## config.mk

```make
export PLATFORM = sky130hd
export DESIGN_NAME = spi_regfile_rw_flat
export DESIGN_NICKNAME = d
export VERILOG_FILES = /design/src/rtl/spi_regfile_rw_if.sv /design/src/rtl/spi_regfile_rw.sv /design/src/flat_wrapper.sv
export SDC_FILE = /design/constraint.sdc
export NUM_CORES = 1
export LEC_CHECK = 0
export BUFFER_PORTS_ARGS = -buffer_cell sky130_fd_sc_hd__buf_2
export CAP_MARGIN = 0
export CORE_MARGIN = 2
export CORE_UTILIZATION = 40
export CTS_BUF_LIST = sky130_fd_sc_hd__clkbuf_16
export DETAILED_ROUTE_END_ITERATION = 6
export PLACE_DENSITY = 0.62
export SYNTH_ARGS = -nofsm -noshare
export SYNTH_HDL_FRONTEND = slang
export SYNTH_SLANG_ARGS = --single-unit
```

## constraint.sdc

```tcl
create_clock -name clk_i -period 3 [get_ports clk_i]
set_input_delay 0.6 -clock clk_i [delete_from_list [all_inputs] [get_ports clk_i]]
set_output_delay 0.6 -clock clk_i [all_outputs]
set_load 0.03 [all_outputs]
```

## src/rtl/spi_regfile_rw_if.sv

```systemverilog
// -----------------------------------------------------------------------------
// spi_regfile_rw_if
// Chip-level SPI pin bundle for the SPI register file.
//   spi_sclk_i    : SPI clock (mode 0), asynchronous to the system clock
//   spi_mosi_i    : serial data into the slave, MSB first
//   spi_cs_ni     : chip select, active-low
//   spi_miso_o    : serial data out of the slave
//   spi_miso_oe_o : MISO pad drive enable
// Modports: slave (the register file), master (the pad ring / test driver).
// -----------------------------------------------------------------------------
interface spi_regfile_rw_if;
   logic spi_sclk_i;
   logic spi_mosi_i;
   logic spi_cs_ni;
   logic spi_miso_o;
   logic spi_miso_oe_o;

   modport slave (
      input  spi_sclk_i,
      input  spi_mosi_i,
      input  spi_cs_ni,
      output spi_miso_o,
      output spi_miso_oe_o
   );

   modport master (
      output spi_sclk_i,
      output spi_mosi_i,
      output spi_cs_ni,
      input  spi_miso_o,
      input  spi_miso_oe_o
   );
endinterface

```

## src/rtl/spi_regfile_rw.sv

```systemverilog
// -----------------------------------------------------------------------------
// spi_regfile_rw
// Parametrised SPI (mode 0) slave register file with read-back and
// auto-increment burst access. A transaction is a command byte
// (bit7 = R/nW, bits[6:0] = start address) followed by any number of
// DATA_W-bit frames until chip select is released.
//
// Ports:
//   clk_i        : system clock (SCLK must be <= clk_i/4)
//   rst_ni       : asynchronous active-low reset
//   enable_i     : block enable; low behaves exactly like CS released
//   spi          : SPI pin bundle (spi_regfile_rw_if.slave)
//   regs_o       : flattened register contents, reg i at [i*DATA_W +: DATA_W]
//   wr_strobe_o  : one-cycle pulse on the cycle register i takes a new value
//
// Optional feature (macro SPI_ABORT_CNT_EN): read-only saturating count of
// aborted frames at address NUM_REGS, cleared by a completed read of it;
// the auto-increment wrap point moves to NUM_REGS.
// -----------------------------------------------------------------------------
module spi_regfile_rw #(
   parameter int                          NUM_REGS     = 8,
   parameter int                          DATA_W       = 8,
   parameter logic [NUM_REGS*DATA_W-1:0]  RESET_VALUES = '0
) (
   input  logic                        clk_i,
   input  logic                        rst_ni,
   input  logic                        enable_i,
   spi_regfile_rw_if.slave             spi,
   output logic [NUM_REGS*DATA_W-1:0]  regs_o,
   output logic [NUM_REGS-1:0]         wr_strobe_o
);

   // Input shifter must hold the 7 bits preceding the last command bit and
   // the DATA_W-1 bits preceding the last data bit.
   localparam int SH_W  = (DATA_W > 8) ? DATA_W - 1 : 7;
   localparam int CNT_W = 6;
`ifdef SPI_ABORT_CNT_EN
   localparam int WRAP  = NUM_REGS + 1;
`else
   localparam int WRAP  = NUM_REGS;
`endif
   localparam logic [6:0] LAST_ADDR = 7'(WRAP - 1);

   typedef enum logic [1:0] {S_IDLE, S_CMD, S_WDATA, S_RDATA} state_t;

   state_t              r_state, w_state_nxt;
   logic                r_sclk_p0, r_sclk_p1, r_sclk_p2;
   logic                r_mosi_p0, r_mosi_p1;
   logic                r_cs_p0, r_cs_p1;
   logic [CNT_W-1:0]    r_cnt;
   logic [6:0]          r_addr;
   logic [SH_W-1:0]     r_shin;
   logic [DATA_W-1:0]   r_shout;
   logic [DATA_W-1:0]   r_regs [NUM_REGS];
   logic [NUM_REGS-1:0] r_strobe;

   logic                w_rise, w_fall, w_active;
   logic                w_cmd_rw, w_cmd_done, w_shift_in, w_wr_commit;
   logic                w_rd_shift, w_rd_frame_done;
   logic [6:0]          w_cmd_addr, w_addr_inc, w_rd_addr;
   logic [DATA_W-1:0]   w_wr_data, w_rd_val;

`ifdef SPI_ABORT_CNT_EN
   logic [DATA_W-1:0]   r_abort_cnt;
   logic                w_abort;

   function automatic logic [DATA_W-1:0] f_sat_inc(input logic [DATA_W-1:0] v);
      return (&v) ? v : v + 1'b1;
   endfunction
`endif

   // ---- stage p0/p1: two-flop synchronisers, p2: previous SCLK for edges ----
   always_ff @(posedge clk_i or negedge rst_ni) begin
      if (!rst_ni) begin
         r_sclk_p0 <= 1'b0;  r_sclk_p1 <= 1'b0;  r_sclk_p2 <= 1'b0;
         r_mosi_p0 <= 1'b0;  r_mosi_p1 <= 1'b0;
         r_cs_p0   <= 1'b1;  r_cs_p1   <= 1'b1;
      end else begin
         r_sclk_p0 <= spi.spi_sclk_i;  r_sclk_p1 <= r_sclk_p0;  r_sclk_p2 <= r_sclk_p1;
         r_mosi_p0 <= spi.spi_mosi_i;  r_mosi_p1 <= r_mosi_p0;
         r_cs_p0   <= spi.spi_cs_ni;   r_cs_p1   <= r_cs_p0;
      end
   end

   assign w_rise     = r_sclk_p1 & ~r_sclk_p2;
   assign w_fall     = ~r_sclk_p1 & r_sclk_p2;
   assign w_active   = ~r_cs_p1 & enable_i;
   assign w_cmd_rw   = r_shin[6];
   assign w_cmd_addr = {r_shin[5:0], r_mosi_p1};
   assign w_wr_data  = {r_shin[DATA_W-2:0], r_mosi_p1};
   // Out-of-range start addresses run on to 127 and then wrap naturally.
   assign w_addr_inc = (r_addr == LAST_ADDR) ? 7'd0 : r_addr + 7'd1;
   assign w_rd_addr  = (r_state == S_CMD) ? w_cmd_addr : w_addr_inc;

   always_comb begin
      w_rd_val = '0;
      for (int i = 0; i < NUM_REGS; i++)
         if (w_rd_addr == 7'(i)) w_rd_val = r_regs[i];
`ifdef SPI_ABORT_CNT_EN
      if (w_rd_addr == 7'(NUM_REGS)) w_rd_val = r_abort_cnt;
`endif
   end

   always_ff @(posedge clk_i or negedge rst_ni) begin
      if (!rst_ni) r_state <= S_IDLE;
      else         r_state <= w_state_nxt;
   end

   always_comb begin
      w_state_nxt       = r_state;
      w_shift_in        = 1'b0;
      w_cmd_done        = 1'b0;
      w_wr_commit       = 1'b0;
      w_rd_shift        = 1'b0;
      w_rd_frame_done   = 1'b0;
`ifdef SPI_ABORT_CNT_EN
      w_abort           = 1'b0;
`endif
      if (!w_active) begin
         w_state_nxt = S_IDLE;
`ifdef SPI_ABORT_CNT_EN
         w_abort     = (r_state != S_IDLE) && (r_cnt != '0);
`endif
      end else begin
         case (r_state)
            S_IDLE:  w_state_nxt = S_CMD;
            S_CMD: if (w_rise) begin
               w_shift_in = 1'b1;
               if (r_cnt == CNT_W'(7)) begin
                  w_cmd_done  = 1'b1;
                  w_state_nxt = w_cmd_rw ? S_RDATA : S_WDATA;
               end
            end
            S_WDATA: if (w_rise) begin
               w_shift_in  = 1'b1;
               w_wr_commit = (r_cnt == CNT_W'(DATA_W - 1));
            end
            S_RDATA: begin
               // The falling edge right after a load belongs to the previous
               // bit, so it must not advance the shifter.
               w_rd_shift      = w_fall && (r_cnt != '0);
               w_rd_frame_done = w_rise && (r_cnt == CNT_W'(DATA_W - 1));
            end
            default: w_state_nxt = S_IDLE;
         endcase
      end
      spi.spi_miso_oe_o = (r_state == S_RDATA) && w_active;
      spi.spi_miso_o    = (r_state == S_RDATA) ? r_shout[DATA_W-1] : 1'b0;
   end

   always_ff @(posedge clk_i or negedge rst_ni) begin
      if (!rst_ni) begin
         r_cnt   <= '0;
         r_addr  <= '0;
         r_shin  <= '0;
         r_shout <= '0;
      end else begin
         if (!w_active || w_cmd_done || w_wr_commit || w_rd_frame_done)
            r_cnt <= '0;
         else if (w_rise && (r_state != S_IDLE))
            r_cnt <= r_cnt + 1'b1;

         if (w_shift_in) r_shin <= {r_shin[SH_W-2:0], r_mosi_p1};

         if (w_cmd_done)                        r_addr <= w_cmd_addr;
         else if (w_wr_commit || w_rd_frame_done) r_addr <= w_addr_inc;

         if ((w_cmd_done && w_cmd_rw) || w_rd_frame_done) r_shout <= w_rd_val;
         else if (w_rd_shift)                             r_shout <= {r_shout[DATA_W-2:0], 1'b0};
      end
   end

   // ---- commit stage: register update and strobe one cycle after last rise ----
   always_ff @(posedge clk_i or negedge rst_ni) begin
      if (!rst_ni) begin
         for (int i = 0; i < NUM_REGS; i++) r_regs[i] <= RESET_VALUES[i*DATA_W +: DATA_W];
         r_strobe <= '0;
      end else begin
         r_strobe <= '0;
         if (w_wr_commit)
            for (int i = 0; i < NUM_REGS; i++)
               if (r_addr == 7'(i)) begin
                  r_regs[i]   <= w_wr_data;
                  r_strobe[i] <= 1'b1;
               end
      end
   end

`ifdef SPI_ABORT_CNT_EN
   always_ff @(posedge clk_i or negedge rst_ni) begin
      if (!rst_ni)                                         r_abort_cnt <= '0;
      else if (w_abort)                                    r_abort_cnt <= f_sat_inc(r_abort_cnt);
      else if (w_rd_frame_done && r_addr == 7'(NUM_REGS)) r_abort_cnt <= '0;
   end
`endif

   for (genvar g = 0; g < NUM_REGS; g++) begin : g_regs_o
      assign regs_o[g*DATA_W +: DATA_W] = r_regs[g];
   end
   assign wr_strobe_o = r_strobe;

endmodule

```

## src/flat_wrapper.sv

```systemverilog
// flat-port wrapper written by rule: the top's interface ports become plain ports
module spi_regfile_rw_flat 
#(
   parameter int                          NUM_REGS     = 8,
   parameter int                          DATA_W       = 8,
   parameter logic [NUM_REGS*DATA_W-1:0]  RESET_VALUES = '0
)
  (clk_i, rst_ni, enable_i, regs_o, wr_strobe_o, spi_spi_sclk_i, spi_spi_mosi_i, spi_spi_cs_ni, spi_spi_miso_o, spi_spi_miso_oe_o);
  spi_regfile_rw_if spi_i ();
  input  logic clk_i;
  input  logic rst_ni;
  input  logic enable_i;
  output logic [NUM_REGS*DATA_W-1:0] regs_o;
  output logic [NUM_REGS-1:0] wr_strobe_o;
  input wire logic [$bits(spi_i.spi_sclk_i)-1:0] spi_spi_sclk_i;
  input wire logic [$bits(spi_i.spi_mosi_i)-1:0] spi_spi_mosi_i;
  input wire logic [$bits(spi_i.spi_cs_ni)-1:0] spi_spi_cs_ni;
  output wire logic [$bits(spi_i.spi_miso_o)-1:0] spi_spi_miso_o;
  output wire logic [$bits(spi_i.spi_miso_oe_o)-1:0] spi_spi_miso_oe_o;
  assign spi_i.spi_sclk_i = spi_spi_sclk_i;
  assign spi_i.spi_mosi_i = spi_spi_mosi_i;
  assign spi_i.spi_cs_ni = spi_spi_cs_ni;
  assign spi_spi_miso_o = spi_i.spi_miso_o;
  assign spi_spi_miso_oe_o = spi_i.spi_miso_oe_o;
  spi_regfile_rw #(.NUM_REGS(NUM_REGS), .DATA_W(DATA_W), .RESET_VALUES(RESET_VALUES)) u_core (.clk_i(clk_i), .rst_ni(rst_ni), .enable_i(enable_i), .spi(spi_i), .regs_o(regs_o), .wr_strobe_o(wr_strobe_o));
endmodule
```

# [Yosys cells after proc, flatten, opt, wreduce, memory -nomap -nowiden]
# Cells that the tools add are included.
[op_classes] n_addsub=2 mux=45 n_reduce_logical=29 eq_ne=21 n_bitwise=6
[op_table] cell="two-way mux 8 bit" count=11
[op_table] cell="== test 7 x 3 -> 1 bit (second input constant)" count=8
[op_table] cell="== test 7 x 2 -> 1 bit (second input constant)" count=4
[op_table] cell="two-way mux 7 bit" count=4
[op_table] cell="two-way mux 1 bit" count=24
[op_table] cell="AND reduction 2 bit" count=8
[op_table] cell="== test 7 x 1 -> 1 bit (second input constant)" count=2
[op_table] cell="logical NOT 7 bit" count=2
[op_table] cell="two-way mux 6 bit" count=2
[op_table] cell="nonzero test 2 bit" count=4
[op_table] cell="adder 7 x 1 -> 7 bit (second input constant)" count=1
[op_table] cell="adder 6 x 1 -> 6 bit (second input constant)" count=1
[op_table] cell="== test 6 x 3 -> 1 bit (second input constant)" count=1
[op_table] cell="two-way mux 2 bit" count=3
[op_table] cell="!= test 3 bit (second input constant)" count=2
[op_table] cell="nonzero test 6 bit" count=1
[op_table] cell="logical AND 1 bit" count=5
[op_table] cell="logical OR 1 bit" count=5
[op_table] cell="== test 2 bit (second input constant)" count=2
[op_table] cell="one-hot mux 2 bit (2 select lines)" count=1
[op_table] cell="bitwise AND 1 bit" count=3
[op_table] cell="!= test 3 x 2 -> 1 bit (second input constant)" count=1
[op_table] cell="inverter 1 bit" count=3
[op_table] cell="AND reduction 3 bit" count=1
[op_table] cell="other kinds (4)" count=4
[word_totals] ff_bits=109 inputBits=6 wordCells=124 output_inout_bits=74

# [Longest topological paths before layout]
# Gate-level depths: netlist (run 1).
[logic_depth] ltp_word=13 depth_mapped=11 ltp_nobuf=8

# [Worst setup path before layout (run 1)]
# No wires, ideal clock.
[synth_timing] path_kind="reg-to-reg" start="register u_core.r_addr[0]" end="register u_core.r_shout[0]" path_stages_with_launch=10 arrival_ns=2.432 period_less_slack_ns=2.496 path_slack_ns=0.504 setup_time_ns=0.064 path_buffers=1 required_time_ns=2.936 path_cell_list="dfrtp_1 > inv_1 > ha_1 > clkbuf_1 > nor3_1 > nor2_1 > nor2_1 > o41a_1 > o41ai_1 > a21o_1"
[synth_via] elab_chain_cells=13 elab_cells_between_ends=21 cone_classes="1 x add/sub; 8 x eq/ne; 11 x mux; 1 x reduce/logical"
[synth_lines] element="start: declaration" line="spi_regfile_rw.sv:51" source="logic [6:0] r_addr;"
[synth_lines] element="start signal: assignment" line="spi_regfile_rw.sv:165" source="if (w_cmd_done) r_addr <= w_cmd_addr;"
[synth_lines] element="start signal: assignment" line="spi_regfile_rw.sv:166" source="else if (w_wr_commit || w_rd_frame_done) r_addr <= w_addr_inc;"
[synth_lines] element="adder 7 x 1 -> 7 bit / == test 7 x 3 -> 1 bit (equally long branches)" line="spi_regfile_rw.sv:92" source="assign w_addr_inc = (r_addr == LAST_ADDR) ? 7'd0 : r_addr + 7'd1;"
[synth_lines] element="two-way mux 7 bit *" line="spi_regfile_rw.sv:92"
[synth_lines] element="two-way mux 7 bit *" line="spi_regfile_rw.sv:93" source="assign w_rd_addr = (r_state == S_CMD) ? w_cmd_addr : w_addr_inc;"
[synth_lines] element="logical NOT 7 bit" line="spi_regfile_rw.sv:98" source="if (w_rd_addr == 7'(i)) w_rd_val = r_regs[i];"
[synth_lines] element="two-way mux 8 bit (7 in series)" line="spi_regfile_rw.sv:98"
[synth_lines] element="two-way mux 8 bit *" line="spi_regfile_rw.sv:98"
[synth_lines] element="two-way mux 8 bit *" line="spi_regfile_rw.sv:168" source="if ((w_cmd_done && w_cmd_rw) || w_rd_frame_done) r_shout <= w_rd_val;"
[synth_lines] element="end signal: assignment" line="spi_regfile_rw.sv:168"
[synth_lines] element="end signal: assignment" line="spi_regfile_rw.sv:169" source="else if (w_rd_shift) r_shout <= {r_shout[DATA_W-2:0], 1'b0};"
[synth_lines] element="end: declaration" line="spi_regfile_rw.sv:53" source="logic [DATA_W-1:0] r_shout;"
# Mark *: on every way between the ends. The rest lies on a longest branch, timed or not.
# A chain may end at the register's enable or synchronous reset.

# [Final worst setup path (run 1)]
[layout_timing] start="register u_core.r_cnt[3]" end="register u_core.r_regs, in the netlist u_core.regs_o[34]"
[layout_via] elab_chain_cells=5
[layout_lines] element="start: declaration" line="spi_regfile_rw.sv:50" source="logic [CNT_W-1:0] r_cnt;"
[layout_lines] element="start signal: assignment" line="spi_regfile_rw.sv:161" source="r_cnt <= r_cnt + 1'b1;"
[layout_lines] element="== test 6 x 3 -> 1 bit" line="spi_regfile_rw.sv:136" source="w_wr_commit = (r_cnt == CNT_W'(DATA_W - 1));"
[layout_lines] element="two-way mux 1 bit" line="spi_regfile_rw.sv:134" source="S_WDATA: if (w_rise) begin"
[layout_lines] element="two-way mux 1 bit" line="spi_regfile_rw.sv:125" source="case (r_state)"
[layout_lines] element="two-way mux 1 bit" line="spi_regfile_rw.sv:119" source="if (!w_active) begin"
[layout_lines] element="AND reduction 2 bit (no source line)"
[layout_lines] element="end signal: indexed assignment" line="spi_regfile_rw.sv:183" source="r_regs[i] <= w_wr_data;"
[layout_lines] element="end: declaration" line="spi_regfile_rw.sv:54" source="logic [DATA_W-1:0] r_regs [NUM_REGS];"
# No other way between the ends.

==> metrics, run 1 <==
status completed; layout cells sized above 1 0.335; Comb power frac 0.091; WL final around 15 mm; clock sinks 109; async set-reset flop share out of synthesis 1.00; final-report hold violation count 0; die height between 100 and 150 um; postcts setup bufs 0; Critical R2R Capture u_core.regs_o[34]$_DFFE_PN0P_; # DRC 0; Die Width around 120 um; Slew headroom 0.197; highest clock rate 0.357 GHz; CP startpoint kind flip-flop; fin crit share 0.934; Setup violations, final 0; Total Die Area about 15,000 um2; Final Power about 3.0 mW; Power Density between 400 and 500 nW/um2; Initial DRC Count ~370; RePlAce Congestion between 0.8 and 0.9; max-cap violations 0; CP Class flip-flop to flip-flop; final setup TNS 0 ns; number of synthesized flops with an enable pin 0; Pleak between 3 and 4 nW; ANT nets after route 0; root buf cell clkbuf_16; Mapped Cells roughly 480; Synth Area per Inst 11.2 um2; switching pwr 0.736 mW; CP max-delay cell and2_1; dpl hpwl between 10 and 15 mm; largest net degree at the start of global routing ~70; prevailing post-synth register cell dfrtp_1; number of hold buffers added after cts 0; Yosys reg bits roughly 110; FF-to-FF path depth 6; initial antenna violation count 0; Setup WS pre-CTS about 0.23 ns; crit-path cells or3_1 -> nor3_2 -> nand3_1 -> nor2_1 -> and2_1 -> mux2_2; FF-to-FF Start u_core.r_cnt[3]$_DFFE_PN0P_; DR pass1 iterations 4; worst path required time 3.24 ns; power share of the clock group 0.396; post-synthesis cell area roughly 5400 um2; vias per cell between 5 and 6; RSZ-0062 raised after global routing false; worst reg2reg setup slack between 0.15 and 0.2 ns; Yosys cell types between 60 and 70; number of H-tree levels 3; TritonCTS Buffers 9; worst hold path class input pin to asynchronous set/reset pin; post-synthesis sequential area ratio 0.501; worst setup margin ~0.20 ns; latest clock arrival within the worst-skew pair ~0.35 ns; syn_nets 500; Area growth syn-to-layout 15.5%; DR WL/cell roughly 20 um; Internal Power 2.22 mW; Reg power frac 0.513; Worst EP arrival a little over 3 ns; Worst Setup End Kind flip-flop; Total Nets Final 567; Vias between 4k and 5k; core footprint 13,200 um2; first-pass GRT wire length 22.9 mm; TritonCTS clock tree built; Worst path max stage delay 0.58 ns; Initial Util 0.411; warnings from Yosys 0; clock skew 0.0124 ns; switch share 0.249; Slew Limit Fails 0; Peak VDD IR roughly 0.00025 V; Std-Cell Rows 42; # resized after CTS 0; pin slew with the least headroom to its limit 1.20 ns; # IOs 80; GR Overflow Total 0; Tmin final approximately 2.8 ns; hold slack between 0.2 and 0.25 ns; GRT Util Overall 0.207; CP max FO 9; port bufs 79; n_diodes 0; Worst-path clk slew ~0.07 ns; vias in the first global route 4,084; Fill cells ~1.2k; clk buf depth 2
layout make-up:
class	instances	area, um2	area share
multi-input combinational	326	2510	0.399
inverter	17	63.8	0.0101
timing repair buffer	88	478	0.0760
tap	176	220	0.0350
sequential	109	2730	0.434
clock buffer	9	225	0.0358
clock inverter	6	61.3	0.00975
per-layer routing:
metal / share of wire / global-route usage / vias up
li1: - / - / 1891
met1: 0.45 / 0.286 / 2085
met3: 0.044 / 0.0349 / 24
met2: 0.48 / 0.322 / 117
met5: 0 / 0 / -
met4: 0.025 / 0.0879 / 0
flip-flops by register name, summed over array words and instances, names as in the netlist:
signal              flops
u_core.r_sclk_p2        1
u_core.regs_o          64
u_core.r_cs_p1          1
u_core.r_addr           7
u_core.wr_strobe_o      8
u_core.r_sclk_p0        1
u_core.r_cnt            6
u_core.r_mosi_p1        1
u_core.r_state          2
u_core.r_shout          8
u_core.r_cs_p0          1
u_core.r_sclk_p1        1
u_core.r_shin           7
u_core.r_mosi_p0        1
through the flow:
step / cells / area, um2 / utilization
6_report: 731 / 6290 / 0.475
5_1_grt: 731 / 6290 / 0.475
4_1_cts: 731 / 6280 / 0.474
3_5_place_dp: 716 / 5990 / 0.453
3_3_place_gp: 716 / 5990 / 0.453
2_1_floorplan: 484 / 5440 / -
kinds of logic (layout without fill, tap and decap cells):
| kind of cell | after synthesis | count (layout) | share of synthesized area |
|---|---|---|---|
| xor gates and xnor gates | 11 | 11 | 0.0177 |
| and+or+nand+nor | 131 | 131 | 0.133 |
| AOI/OAI and AO/OA | 92 | 92 | 0.117 |
| DFF | 109 | 109 | 0.501 |
| adders and majority gates | 10 | 10 | 0.0230 |
| buffers and inverters | 49 | 120 | 0.0400 |
| muxes | 82 | 82 | 0.167 |
synth_stat cells (2+ instances only):
cell	count	area share
xor2_1	7	0.011
o211ai_1	2	0.0028
nor2b_1	3	0.0034
a21o_1	2	0.0028
nor2_1	29	0.020
o22ai_1	12	0.014
and3_1	4	0.0046
mux2_2	72	0.15
nand4b_1	3	0.0048
nand4_1	4	0.0046
a211o_1	2	0.0032
o22a_1	5	0.0080
o21a_1	4	0.0055
dfrtp_1	107	0.49
o41ai_1	2	0.0032
nor3_1	7	0.0064
a2111o_1	2	0.0041
or3_1	2	0.0023
a31oi_1	4	0.0046
nand3b_1	4	0.0055
and2_1	8	0.0092
o31a_1	4	0.0064
buf_2	12	0.011
nand2_1	27	0.019
a211oi_1	4	0.0055
mux2i_1	10	0.018
nand3_1	15	0.014
buf_6	2	0.0041
nor4_1	4	0.0046
ha_1	10	0.023
o32ai_1	2	0.0032
dfstp_2	2	0.0097
inv_1	17	0.012
nand2b_1	3	0.0034
a21oi_1	15	0.014
a22oi_1	5	0.0069
xnor2_1	4	0.0064
nor3b_1	4	0.0055
o21ai_0	17	0.016
clkbuf_1	16	0.011
o221a_1	2	0.0041
power by group through the flow:
stage | Combinational (mW) | Clock (mW) | Sequential, mW
3_3_place_gp | 0.266 | 0 | 1.54
4_1_cts | 0.270 | 1.20 | 1.52
5_1_grt | 0.298 | 1.27 | 1.52
6_report | 0.270 | 1.17 | 1.52
2_1_floorplan | 0.181 | 0 | 1.52
3_5_place_dp | 0.269 | 0 | 1.55
how the worst max path moves through the flow:
stage / from / to / slack (ns) / depth (start not counted)
after global routing: u_core.r_cnt[3]$_DFFE_PN0P_ / u_core.regs_o[36]$_DFFE_PN0P_ / 0.06 / 6
after global placement: enable_i / u_core.regs_o[34]$_DFFE_PN0P_ / 0.25 / 7
after detailed placement: enable_i / u_core.regs_o[34]$_DFFE_PN0P_ / 0.23 / 7
final: u_core.r_cnt[3]$_DFFE_PN0P_ / u_core.regs_o[34]$_DFFE_PN0P_ / 0.20 / 6
after floorplan: u_core.r_addr[0]$_DFFE_PN0P_ / u_core.r_shout[0]$_DFFE_PN0P_ / 0.50 / 9
after CTS: u_core.r_cnt[3]$_DFFE_PN0P_ / u_core.regs_o[34]$_DFFE_PN0P_ / 0.24 / 6
critical path: cells and delay by family (launching register included):
family           cells  cell delay (ns)
AND/OR/NAND/NOR      5             1.84
flip-flops           1             0.43
multiplexers         1             0.41
cell usage in the layout (no fill, tap or decap), types with 3 or more instances in the layout:
master	Yosys	layout
dfrtp_1	107	107
buf_2	12	78
mux2_2	72	72
nor2_1	29	29
nand2_1	27	27
inv_1	17	17
o21ai_0	17	17
nand3_1	15	15
a21oi_1	15	15
o22ai_1	12	12
mux2i_1	10	10
ha_1	10	10
clkbuf_16	0	9
buf_4	1	9
and2_1	8	8
nor3_1	7	7
xor2_1	7	7
a22oi_1	5	5
o22a_1	5	5
and3_1	4	4
nand3b_1	4	4
nor3b_1	4	4
xnor2_1	4	4
a211oi_1	4	4
o21a_1	4	4
nand4_1	4	4
a31oi_1	4	4
o31a_1	4	4
nand2b_1	3	3
nand4b_1	3	3
nor4_1	4	3
nor2b_1	3	3
Note: power is estimated with default switching activity, not from simulation.
==> inputs of run 2 (changes only) <==
ABC_AREA = 1   (was unset)
CORE_MARGIN = unset   (was 2)
PLACE_DENSITY = unset   (was 0.62)
==> run 2 against run 1 <==
Compared with the run above:
- routed wire length shrank 1.6%
- worst hold slack improved by 0.053 ns
- synthesized cell count increased by 25%
- register-to-register slack better by 0.14 ns
- combinational power rose by 27%
- core utilization grew 0.70 points
- via count increased by 9.1%
- final area shrank 2.9%
- first-iteration DRC count grew 1.9%
- die area shrank 7.5%
- power rose by 10%
- critical endpoint is now u_core.r_shout[5]$_DFFE_PN0P_
- largest power group unchanged
==> metrics, run 2 <==
root buf cell clkbuf_16; Mapped Cells roughly 600; max-cap violations 0; Initial Util 0.410; GR Overflow Total 0; Post-synth top cells 158 x nand2_1, 107 x dfrtp_1, 53 x inv_1, 50 x o21ai_0, 47 x nand3_1; # resized after CTS 0; hold slack about 0.27 ns; Slew Limit Fails 0; Area growth syn-to-layout 17.4%; post-synth top area share 0.515; number of H-tree levels 3; Std-Cell Rows approximately 40; post-synthesis cell area around 5200 um2; Worst path max stage delay about 0.48 ns; final-report hold violation count 0; prevailing post-synth register cell dfrtp_1; Tmin final 2.67 ns; vias per cell 5.22; post-synthesis sequential area ratio 0.525; ANT nets after route 0; vias in the first global route roughly 4.2k; crit path from u_core.r_state[1]$_DFFE_PN0P_; Pleak ~3 nW; Die Width about 120 um; TritonCTS clock tree built; Crit path max-delay family simple AND/OR/NAND/NOR gates; Fill cells roughly 1.3k; Slew headroom 0.446; Post-Layout Inst Area 6100 um2; Buf/Inv on CP 1; leading post-synthesis cells by cell area dfrtp_1 51%, nand2_1 11%, o21ai_0 4.8%; Yosys reg bits 109; dpl hpwl 10.3 mm; worst hold path class input pin to asynchronous set/reset pin; clk buf depth 2; Vias ~4.5k; Total Nets Final approximately 700; worst path required time around 3.3 ns; RSZ-0062 raised after global routing false; # IOs 80; Synth Area per Inst 8.60 um2; number of hold buffers added after cts 0; most common cell in the netlist nand2_1; Worst Setup End Kind flip-flop; latest clock arrival within the worst-skew pair 0.36 ns; CP max-delay cell nand2_2; pin slew with the least headroom to its limit 0.828 ns; Yosys cell types 37; max reg flops 64; # DRC 0; crit-path cells inv_1 -> ha_1 -> nand4_1 -> nand2_2 -> nand2_2 -> nor2_2 -> a21oi_1 -> nand4_1 -> nand2_1 -> nand2_1; Worst-path clk slew around 0.070 ns; GRT Util Overall 0.230; most frequent cells in the layout 158 x nand2_1, 107 x dfrtp_1, 78 x buf_2; Setup violations, final 0; Worst EP arrival 2.96 ns; initial antenna violation count 0; DR WL/cell about 17 um; DR pass1 iterations 5; status completed; CP max FO 29; Placed Area about 5800 um2; clock sinks roughly 110; syn_nets 621; postcts setup bufs 0; Synth area leader dfrtp_1; final setup TNS 0 ns; Power Density ~530 nW/um2; layout cells sized above 1 0.212; clock skew around 0.012 ns; Final Power ~3.3 mW; WL final roughly 14 mm; commonest non-fill, non-tap cell in the layout nand2_1; fin util 0.482; port bufs a little under 80; CP Class flip-flop to flip-flop; Total Die Area approximately 13,000 um2; first-pass GRT wire length 22.7 mm; core footprint 12,700 um2; RePlAce Congestion 0.946; CP startpoint kind flip-flop; multi-input logic area around 2100 um2; die height between 100 and 150 um; highest clock rate about 0.38 GHz; Initial DRC Count 376; n_diodes 0; largest net degree at the start of global routing 110; Peak VDD IR approximately 0.0004 V; fin crit share 0.889; FF-to-FF Start u_core.r_state[1]$_DFFE_PN0P_; TritonCTS Buffers 9; async set-reset flop share out of synthesis 1.00; number of synthesized flops with an enable pin 0; warnings from Yosys 0; Sequential Area between 2000 and 3000 um2
## run 2: cell count changes after synthesis, moves of 12 or more
cell / previous run / this run
inv_1: 17 / 53
mux2_2: 72 / 0
nand2_1: 27 / 158
nand3_1: 15 / 47
o21ai_0: 17 / 50
o21ai_1: 1 / 29
o22ai_1: 12 / 0
## run 2: routing by layer
layer | vias to the layer above | part of all wire | global-route usage
li1 | 2144 | - | -
met1 | 2181 | 0.47 | 0.324
met2 | 143 | 0.45 | 0.338
met3 | 25 | 0.059 | 0.0591
met4 | 0 | 0.025 | 0.0906
met5 | - | 0 | 0
## run 2: final timing paths
path,endpoint,slack [ns],depth (start not counted)
setup reg to reg,u_core.r_shout[5]$_DFFE_PN0P_,0.33,10
setup / recovery,u_core.r_shout[5]$_DFFE_PN0P_,0.33,10
min in group clk_i,u_core.r_cs_p0$_DFF_PN1_,0.33,1
hold / removal,u_core.r_cnt[3]$_DFFE_PN0P_,0.27,2
max in group asynchronous,u_core.r_addr[1]$_DFFE_PN0P_,2.23,2
hold reg to reg,u_core.r_mosi_p1$_DFF_PN0_,0.35,0
## run 2: layout make-up
| cell class | count | area share |
|---|---|---|
| clock buffer | 9 | 0.0369 |
| tap | 172 | 0.0353 |
| sequential | 109 | 0.447 |
| timing repair buffer | 85 | 0.0746 |
| inverter | 62 | 0.0381 |
| multi-input combinational | 416 | 0.348 |
| clock inverter | 7 | 0.0197 |
## run 2: where the power goes
part / internal [mW] / switching [mW]
clock network: 0.821 / 0.561
logic: 0.0682 / 0.274
registers: 1.51 / 0.0335
## run 2: logic make-up after synthesis
family / after synthesis / synth area share
flops: 109 / 0.525
compound gates: 117 / 0.125
fa+ha+maj: 10 / 0.0241
buf+inv: 80 / 0.0664
simple gates: 286 / 0.254
xor+xnor: 3 / 0.00505
## run 2: through the flow
stage | worst slack, ns | std cells
after floorplan | 0.878 | 605
after global placement | 0.546 | 844
after detailed placement | 0.429 | 844
after CTS | 0.390 | 860
after global routing | 0.0899 | 860
final | 0.334 | 860
